<file path="src/rtl/ram_access_arbiter.sv">
`default_nettype none
// +---------------------------------------------------------------------------+
// | ram_access_arbiter: round-robin two-port access sequencer for a single-  |
// | port synchronous RAM. Optional zero fill via macro RAM_INIT_CLEAR_EN.    |
// | Rev 1.0                                                                   |
// +---------------------------------------------------------------------------+
module ram_access_arbiter #(
  parameter int ADDR_W = 5,
  parameter int DATA_W = 8
) (
  input  logic              CLOCK_50,
  input  logic              resetn,
  input  logic              req0,
  input  logic              req1,
  input  logic              we0,
  input  logic              we1,
  input  logic [ADDR_W-1:0] addr0,
  input  logic [ADDR_W-1:0] addr1,
  input  logic [DATA_W-1:0] wdata0,
  input  logic [DATA_W-1:0] wdata1,
  output logic              gnt0,
  output logic              gnt1,
  output logic              rvalid0,
  output logic              rvalid1,
  output logic [DATA_W-1:0] rdata,
  output logic              busy,
  output logic [ADDR_W-1:0] ram_addr,
  output logic [DATA_W-1:0] ram_data,
  output logic              ram_wren,
  input  logic [DATA_W-1:0] ram_q
);

  typedef enum logic [1:0] {
    CLEAR   = 2'd0,
    IDLE    = 2'd1,
    ACCESS  = 2'd2,
    RD_WAIT = 2'd3
  } state_t;

`ifdef RAM_INIT_CLEAR_EN
  localparam state_t RESET_STATE = CLEAR;
  localparam logic   BUSY_RST    = 1'b1;
`else
  localparam state_t RESET_STATE = IDLE;
  localparam logic   BUSY_RST    = 1'b0;
`endif

  state_t state, state_nxt;

  logic              last_grant, last_grant_nxt;
  logic              cur_port, cur_port_nxt;
  logic              cur_we, cur_we_nxt;
  logic              gnt0_nxt, gnt1_nxt;
  logic              rvalid0_nxt, rvalid1_nxt;
  logic [DATA_W-1:0] rdata_nxt;
  logic              busy_nxt;
  logic [ADDR_W-1:0] ram_addr_nxt;
  logic [DATA_W-1:0] ram_data_nxt;
  logic              ram_wren_nxt;

`ifdef RAM_INIT_CLEAR_EN
  // One extra bit so the MSB flags that every address has been written.
  logic [ADDR_W:0]   clr_idx, clr_idx_nxt;
`endif

  // Winner of the current IDLE cycle: on contention, the port not served last.
  logic              pick;
  logic              sel_we;
  logic [ADDR_W-1:0] sel_addr;
  logic [DATA_W-1:0] sel_wdata;

  assign pick      = (req0 && req1) ? ~last_grant : req1;
  assign sel_we    = pick ? we1    : we0;
  assign sel_addr  = pick ? addr1  : addr0;
  assign sel_wdata = pick ? wdata1 : wdata0;

  always_ff @(posedge CLOCK_50 or negedge resetn) begin
    if (!resetn) begin
      state <= RESET_STATE;
    end else begin
      state <= state_nxt;
    end
  end

  always_comb begin
    state_nxt      = state;
    last_grant_nxt = last_grant;
    cur_port_nxt   = cur_port;
    cur_we_nxt     = cur_we;
    gnt0_nxt       = 1'b0;
    gnt1_nxt       = 1'b0;
    rvalid0_nxt    = 1'b0;
    rvalid1_nxt    = 1'b0;
    rdata_nxt      = rdata;
    busy_nxt       = busy;
    ram_addr_nxt   = ram_addr;
    ram_data_nxt   = ram_data;
    ram_wren_nxt   = 1'b0;
`ifdef RAM_INIT_CLEAR_EN
    clr_idx_nxt    = clr_idx;
`endif

    case (state)
      CLEAR: begin
`ifdef RAM_INIT_CLEAR_EN
        if (clr_idx[ADDR_W]) begin
          busy_nxt  = 1'b0;
          state_nxt = IDLE;
        end else begin
          ram_wren_nxt = 1'b1;
          ram_addr_nxt = clr_idx[ADDR_W-1:0];
          ram_data_nxt = '0;
          clr_idx_nxt  = clr_idx + 1'b1;
        end
`else
        state_nxt = IDLE;
`endif
      end

      IDLE: begin
        if (req0 || req1) begin
          gnt0_nxt       = ~pick;
          gnt1_nxt       = pick;
          ram_addr_nxt   = sel_addr;
          ram_data_nxt   = sel_wdata;
          ram_wren_nxt   = sel_we;
          last_grant_nxt = pick;
          cur_port_nxt   = pick;
          cur_we_nxt     = sel_we;
          state_nxt      = ACCESS;
        end
      end

      // The RAM samples address/data at the end of this cycle.
      ACCESS: begin
        state_nxt = cur_we ? IDLE : RD_WAIT;
      end

      RD_WAIT: begin
        rdata_nxt   = ram_q;
        rvalid0_nxt = ~cur_port;
        rvalid1_nxt = cur_port;
        state_nxt   = IDLE;
      end

      default: begin
        state_nxt = IDLE;
      end
    endcase
  end

  always_ff @(posedge CLOCK_50 or negedge resetn) begin
    if (!resetn) begin
      last_grant <= 1'b1;
      cur_port   <= 1'b0;
      cur_we     <= 1'b0;
      gnt0       <= 1'b0;
      gnt1       <= 1'b0;
      rvalid0    <= 1'b0;
      rvalid1    <= 1'b0;
      rdata      <= '0;
      busy       <= BUSY_RST;
      ram_addr   <= '0;
      ram_data   <= '0;
      ram_wren   <= 1'b0;
`ifdef RAM_INIT_CLEAR_EN
      clr_idx    <= '0;
`endif
    end else begin
      last_grant <= last_grant_nxt;
      cur_port   <= cur_port_nxt;
      cur_we     <= cur_we_nxt;
      gnt0       <= gnt0_nxt;
      gnt1       <= gnt1_nxt;
      rvalid0    <= rvalid0_nxt;
      rvalid1    <= rvalid1_nxt;
      rdata      <= rdata_nxt;
      busy       <= busy_nxt;
      ram_addr   <= ram_addr_nxt;
      ram_data   <= ram_data_nxt;
      ram_wren   <= ram_wren_nxt;
`ifdef RAM_INIT_CLEAR_EN
      clr_idx    <= clr_idx_nxt;
`endif
    end
  end

  a_rvalid_onehot: assert property (@(posedge CLOCK_50) disable iff (!resetn)
    !(rvalid0 && rvalid1));

  a_gnt_onehot: assert property (@(posedge CLOCK_50) disable iff (!resetn)
    !(gnt0 && gnt1));

endmodule
`default_nettype wire

</file>
<file path="config.mk">
export PLATFORM = sky130hd
export DESIGN_NAME = ram_access_arbiter
export DESIGN_NICKNAME = d
export VERILOG_FILES = /design/src/rtl/ram_access_arbiter.sv
export SDC_FILE = /design/constraint.sdc
export NUM_CORES = 1
export LEC_CHECK = 0
export ABC_AREA = 1
export BUFFER_PORTS_ARGS = -buffer_cell sky130_fd_sc_hd__buf_4
export CORE_ASPECT_RATIO = 0.6
export CORE_MARGIN = 5
export CORE_UTILIZATION = 41
export CTS_BUF_LIST = sky130_fd_sc_hd__clkbuf_8 sky130_fd_sc_hd__clkbuf_16
export DETAILED_ROUTE_END_ITERATION = 8
export MAX_ROUTING_LAYER = met4
export PLACE_DENSITY_LB_ADDON = 0.12
export SYNTH_ARGS = -nofsm -noshare
export SYNTH_HDL_FRONTEND = slang
export SYNTH_SLANG_ARGS = --single-unit
</file>
<file path="constraint.sdc">
create_clock -name CLOCK_50 -period 1.3 [get_ports CLOCK_50]
set_clock_uncertainty 0.1 [all_clocks]
set_input_delay 0.065 -clock CLOCK_50 [delete_from_list [all_inputs] [get_ports CLOCK_50]]
set_output_delay 0.065 -clock CLOCK_50 [all_outputs]
set_load 0.02 [all_outputs]
</file>
== After elaboration in Yosys (flattened, before gate mapping) ==
Cells that the tools add are included.

* Input port bits: 40
* Register bits after elaboration: 31
* Output and inout bits: 27

* Equal/unequal tests: 4
* Reduce and logical (&&, ||, !) cells: 5
* Muxes and demuxes: 15
* Bitwise gates (word level): 3

{| class="wikitable"
|+ Operators by type and width
! cell !! count
|-
| 1-bit two-way mux || 10
|-
| 8-bit two-way mux || 1
|-
| 2-bit one-hot mux with 3 select lines || 1
|-
| 5-bit two-way mux || 1
|-
| 2-bit == test (second input constant) || 2
|-
| 2-bit two-way mux || 2
|-
| 1-bit NOT || 3
|-
| 2-bit by 1-bit == test with 1-bit output (second input constant) || 1
|-
| 2-bit logical NOT || 1
|-
| 2-bit != test (second input constant) || 1
|-
| 2-bit AND reduction || 1
|-
| 2-bit OR reduction || 1
|-
| 1-bit logical AND || 1
|-
| 1-bit logical OR || 1
|}

== Depth between registers and ports, before layout ==
* Depth after elaboration: 5
* Mapped depth: 8
* Depth with buffers taken out: 6

== Least setup slack after synthesis ==
No wires, ideal clock.

* Path type: register to register
* From: register state[0]
* To: register rdata[0]
* Slack: 72 ps
* Arrival time: 1010 ps
* Clock period less this slack: 1228 ps
* Cell stages (with the launch flop): 5
* Data required time: 1083 ps
* Path through: dfstp_2 -> buf_2 -> nand2_1 -> nand2_1 -> nand2_1

* Word-level cells in the longest chain between the ends: 1

{| class="wikitable"
|+ RTL lines
! item !! RTL line !! source
|-
| start, declared || 48 || <nowiki>state_t state, state_nxt;</nowiki>
|-
| start signal, assigned || 81 || <nowiki>state <= state_nxt;</nowiki>
|-
| 2-bit == test || 103 || <nowiki>case (state)</nowiki>
|-
| end signal, assigned || 177 || <nowiki>rdata <= rdata_nxt;</nowiki>
|-
| end, declared || 25 || <nowiki>output logic [DATA_W-1:0] rdata,</nowiki>
|}

No other way between the ends.
A chain may end at the register's enable or synchronous reset.

== Final worst setup path ==
* From: register state[0]
* To: register ram_data[1]

* Word-level cells in the longest chain between the ends: 2

{| class="wikitable"
|+ RTL lines
! item !! RTL line !! source
|-
| 2-bit by 1-bit == test with 1-bit output || 103 ||
|-
| 2-bit AND reduction (no source line) || n/a ||
|-
| end signal, assigned || 180 || <nowiki>ram_data <= ram_data_nxt;</nowiki>
|-
| end, declared || 28 || <nowiki>output logic [DATA_W-1:0] ram_data,</nowiki>
|}

No other way between the ends.

==> summary.txt <==
Synth
  – Yosys reg bits: 31
  – Post-Syn Area per Cell: 8.60 um^2
  – Register area share after synthesis: 0.535
  – Synthesized area: 1450 um^2
  – Yosys warnings: 0
  – Post-synthesis cell count: 169
  – Netlist cell types: 20
  – Syn_nets: 209

Worst setup path
  – Critical path endpoint category: flip-flop
  – WP data required: 1.41 ns
  – Critical Path AT: 1.38 ns
  – Crit path launch type: flip-flop
  – Register-to-Register Setup Slack: 0.03 ns
  – CP Class: flip-flop to flip-flop
  – Crit Path Max Fanout: 7
  – R2R cell count: 5

Worst hold path
  – Worst hold stages: 4
  – Hold WC Path Type: input port to flip-flop

Clock network
  – Maximum buffer depth of the clock tree: 2
  – Worst-skew pair later-pin latency: 0.27 ns
  – CTS HTree Levels: 2
  – Root Buffer: clkbuf_8
  – Clock sink count: 31
  – CTS tree: yes
  – Worst-path clk slew: 0.07 ns
  – CTS Buf Count: 5

Placement
  – Pre-CTS setup slack: -0.00293 ns
  – DP Wirelength: 2780 um
  – Final GP Congestion: 0.729
  – PortBufs: 65
  – Placed Area: 1970 um^2

Power and ir drop
  – Max VDD drop: 0.00123 V
  – Pwr/cell area: 2190 nW/um^2
  – Switch Pwr: 2.09 mW
  – Combinational power share: 0.502
  – Leak Pwr: 1.29 nW
  – Register share of total power: 0.338
  – Sw frac: 0.409
  – Power share of the clock group: 0.160
  – Cell internal pwr: 3.02 mW

STA
  – Final Hold Fails: 0
  – Fmax: 788 MHz
  – Final Max Slew Viols: 0
  – Setup TNS: 0 ns
  – RSZ-0062 raised after global routing: true
  – Period minus WS final: 1.27 ns
  – Period Utilization, post-route: 0.976
  – Final hold slack: 0.0143 ns
  – Final setup vio count: 0
  – Worst Slack Setup Final: 0.0310 ns

Floorplan
  – Top Ports: 67
  – Full die area: 4880 um^2
  – Die height: 56.1 um
  – Cell Rows: 16
  – Die W: 86.9 um
  – CORE AREA: 3320 um^2
  – Starting Density: 0.437

Final layout
  – Commonest non-fill, non-tap cell in the layout: buf_4
  – Post-Layout Inst Area: 2330 um^2
  – Flip-flop and latch area: 778 um^2
  – Diode count: 0
  – Fill cells: 269
  – Layout cells sized above 1: 0.350
  – Area Overhead vs Synth: 60.2%
  – Area of the multi-input gates: 548 um^2
  – NumNets Final: 302
  – Most frequent cells in the layout: buf_4, nand2_1, dfrtp_1, dlygate4sd3_1, nand3_1

Route
  – Drt wl/cell: 13.7 um
  – WL final: 4210 um
  – Via count: 1,417
  – Drc violations: 0
  – Via-per-instance ratio: 4.60
  – DR iter-0 viols: 48
  – ANT nets after route: 0
  – DRT Pass-1 Iters: 4

GRT
  – Largest net degree at the start of global routing: 32
  – Initial antenna violation count: 0
  – Gr ovfl total: 0
  – Vias in the first global route: 1,455
  – First-pass GRT wire length: 6930 um
  – GRT Util Overall: 0.191

Outcome
  – Status: complete, no violations

Flow run
  – Max-capacitance violation count: 0
## repair_timing
| action | 4_1_cts | 5_1_grt |
|---|---|---|
| setup buffers | 0 | 2 |
| endpoints found under the setup margin | 2 | 16 |
| hold buffers | 22 | 0 |
| pin swaps | 0 | 3 |
| gates resized for setup | 1 | 5 |
| hold endpoints to repair | 52 | 0 |
## path summary, 6_finish.rpt
| path | start | to |
|---|---|---|
| setup / recovery | state[0]$_DFFE_PN1P_ | ram_data[1]$_DFFE_PN0P_ |
| hold / removal | addr1[0] | ram_addr[0]$_DFFE_PN0P_ |
| setup reg to reg | state[0]$_DFFE_PN1P_ | ram_data[1]$_DFFE_PN0P_ |
| hold reg to reg | cur_port$_DFFE_PN0P_ | rvalid0$_DFF_PN0_ |
| max in group asynchronous | resetn | last_grant$_DFFE_PN1P_ |
| min in group asynchronous | resetn | rdata[5]$_DFFE_PN0N_ |
## state kept, by name, summed over array words and instances (netlist names), 2 cells and up
register,cells
ram_addr,5
ram_data,8
state,2
rdata,8
## critical path, cell delays in order (launching register included)
cell     delay, ns
dfstp_2       0.57
nand2_4       0.08
nor2_8        0.17
buf_6         0.15
nand3_1       0.08
nand2_1       0.06
## synth_stat cells, drive strengths merged
cell / count / area [um^2]
inv: 15 / 58.8
dfrtp: 29 / 726
conb: 1 / 3.75
nand3: 22 / 110
nand2: 72 / 283
nand3b: 10 / 75.1
o21ai: 1 / 5.00
o31ai: 1 / 7.51
buf: 9 / 75.1
nor2: 6 / 48.8
dfstp: 2 / 52.6
clkinv: 1 / 8.76
## cell type report
class	count	area share
Multi-Input combinational cell	113	0.235
Timing Repair Buffer	95	0.333
Sequential cell	31	0.334
Tap cell	45	0.0242
Clock buffer	7	0.0414
Clock inverter	1	0.00161
Inverter	16	0.0301
## logic make-up after synthesis
kind of cell / synth area share
buffers and inverters: 0.0981
AND/OR/NAND/NOR: 0.355
flip-flops: 0.535
AO/OA/AOI/OAI: 0.00860
other: 0.00258
## through the flow
step / power, mW / util / cells
floorplan: 3.16 / - / 169
global placement: 4.05 / 0.592 / 276
detailed placement: 4.12 / 0.592 / 276
CTS: 5.02 / 0.690 / 306
global route: 5.48 / 0.701 / 308
finish: 5.11 / 0.701 / 308
## metal layers
layer | up-vias | GRT usage | wire length, um | part of all wire
li1 | 705 | - | - | -
met1 | 660 | 0.234 | 1780 | 0.42
met2 | 46 | 0.297 | 2090 | 0.50
met3 | 6 | 0.0577 | 266 | 0.063
met4 | 0 | 0.0667 | 63 | 0.015
met5 | - | - | 0 | 0
## power groups by stage
stage	Clock (mW)	Sequential, mW	Combinational (mW)
2_1_floorplan	0	2.14	1.01
3_5_place_dp	0	1.73	2.39
4_1_cts	0.839	1.72	2.46
3_3_place_gp	0	1.70	2.34
5_1_grt	0.890	1.78	2.80
6_report	0.818	1.73	2.56
Note: power is estimated with default switching activity, not from simulation.
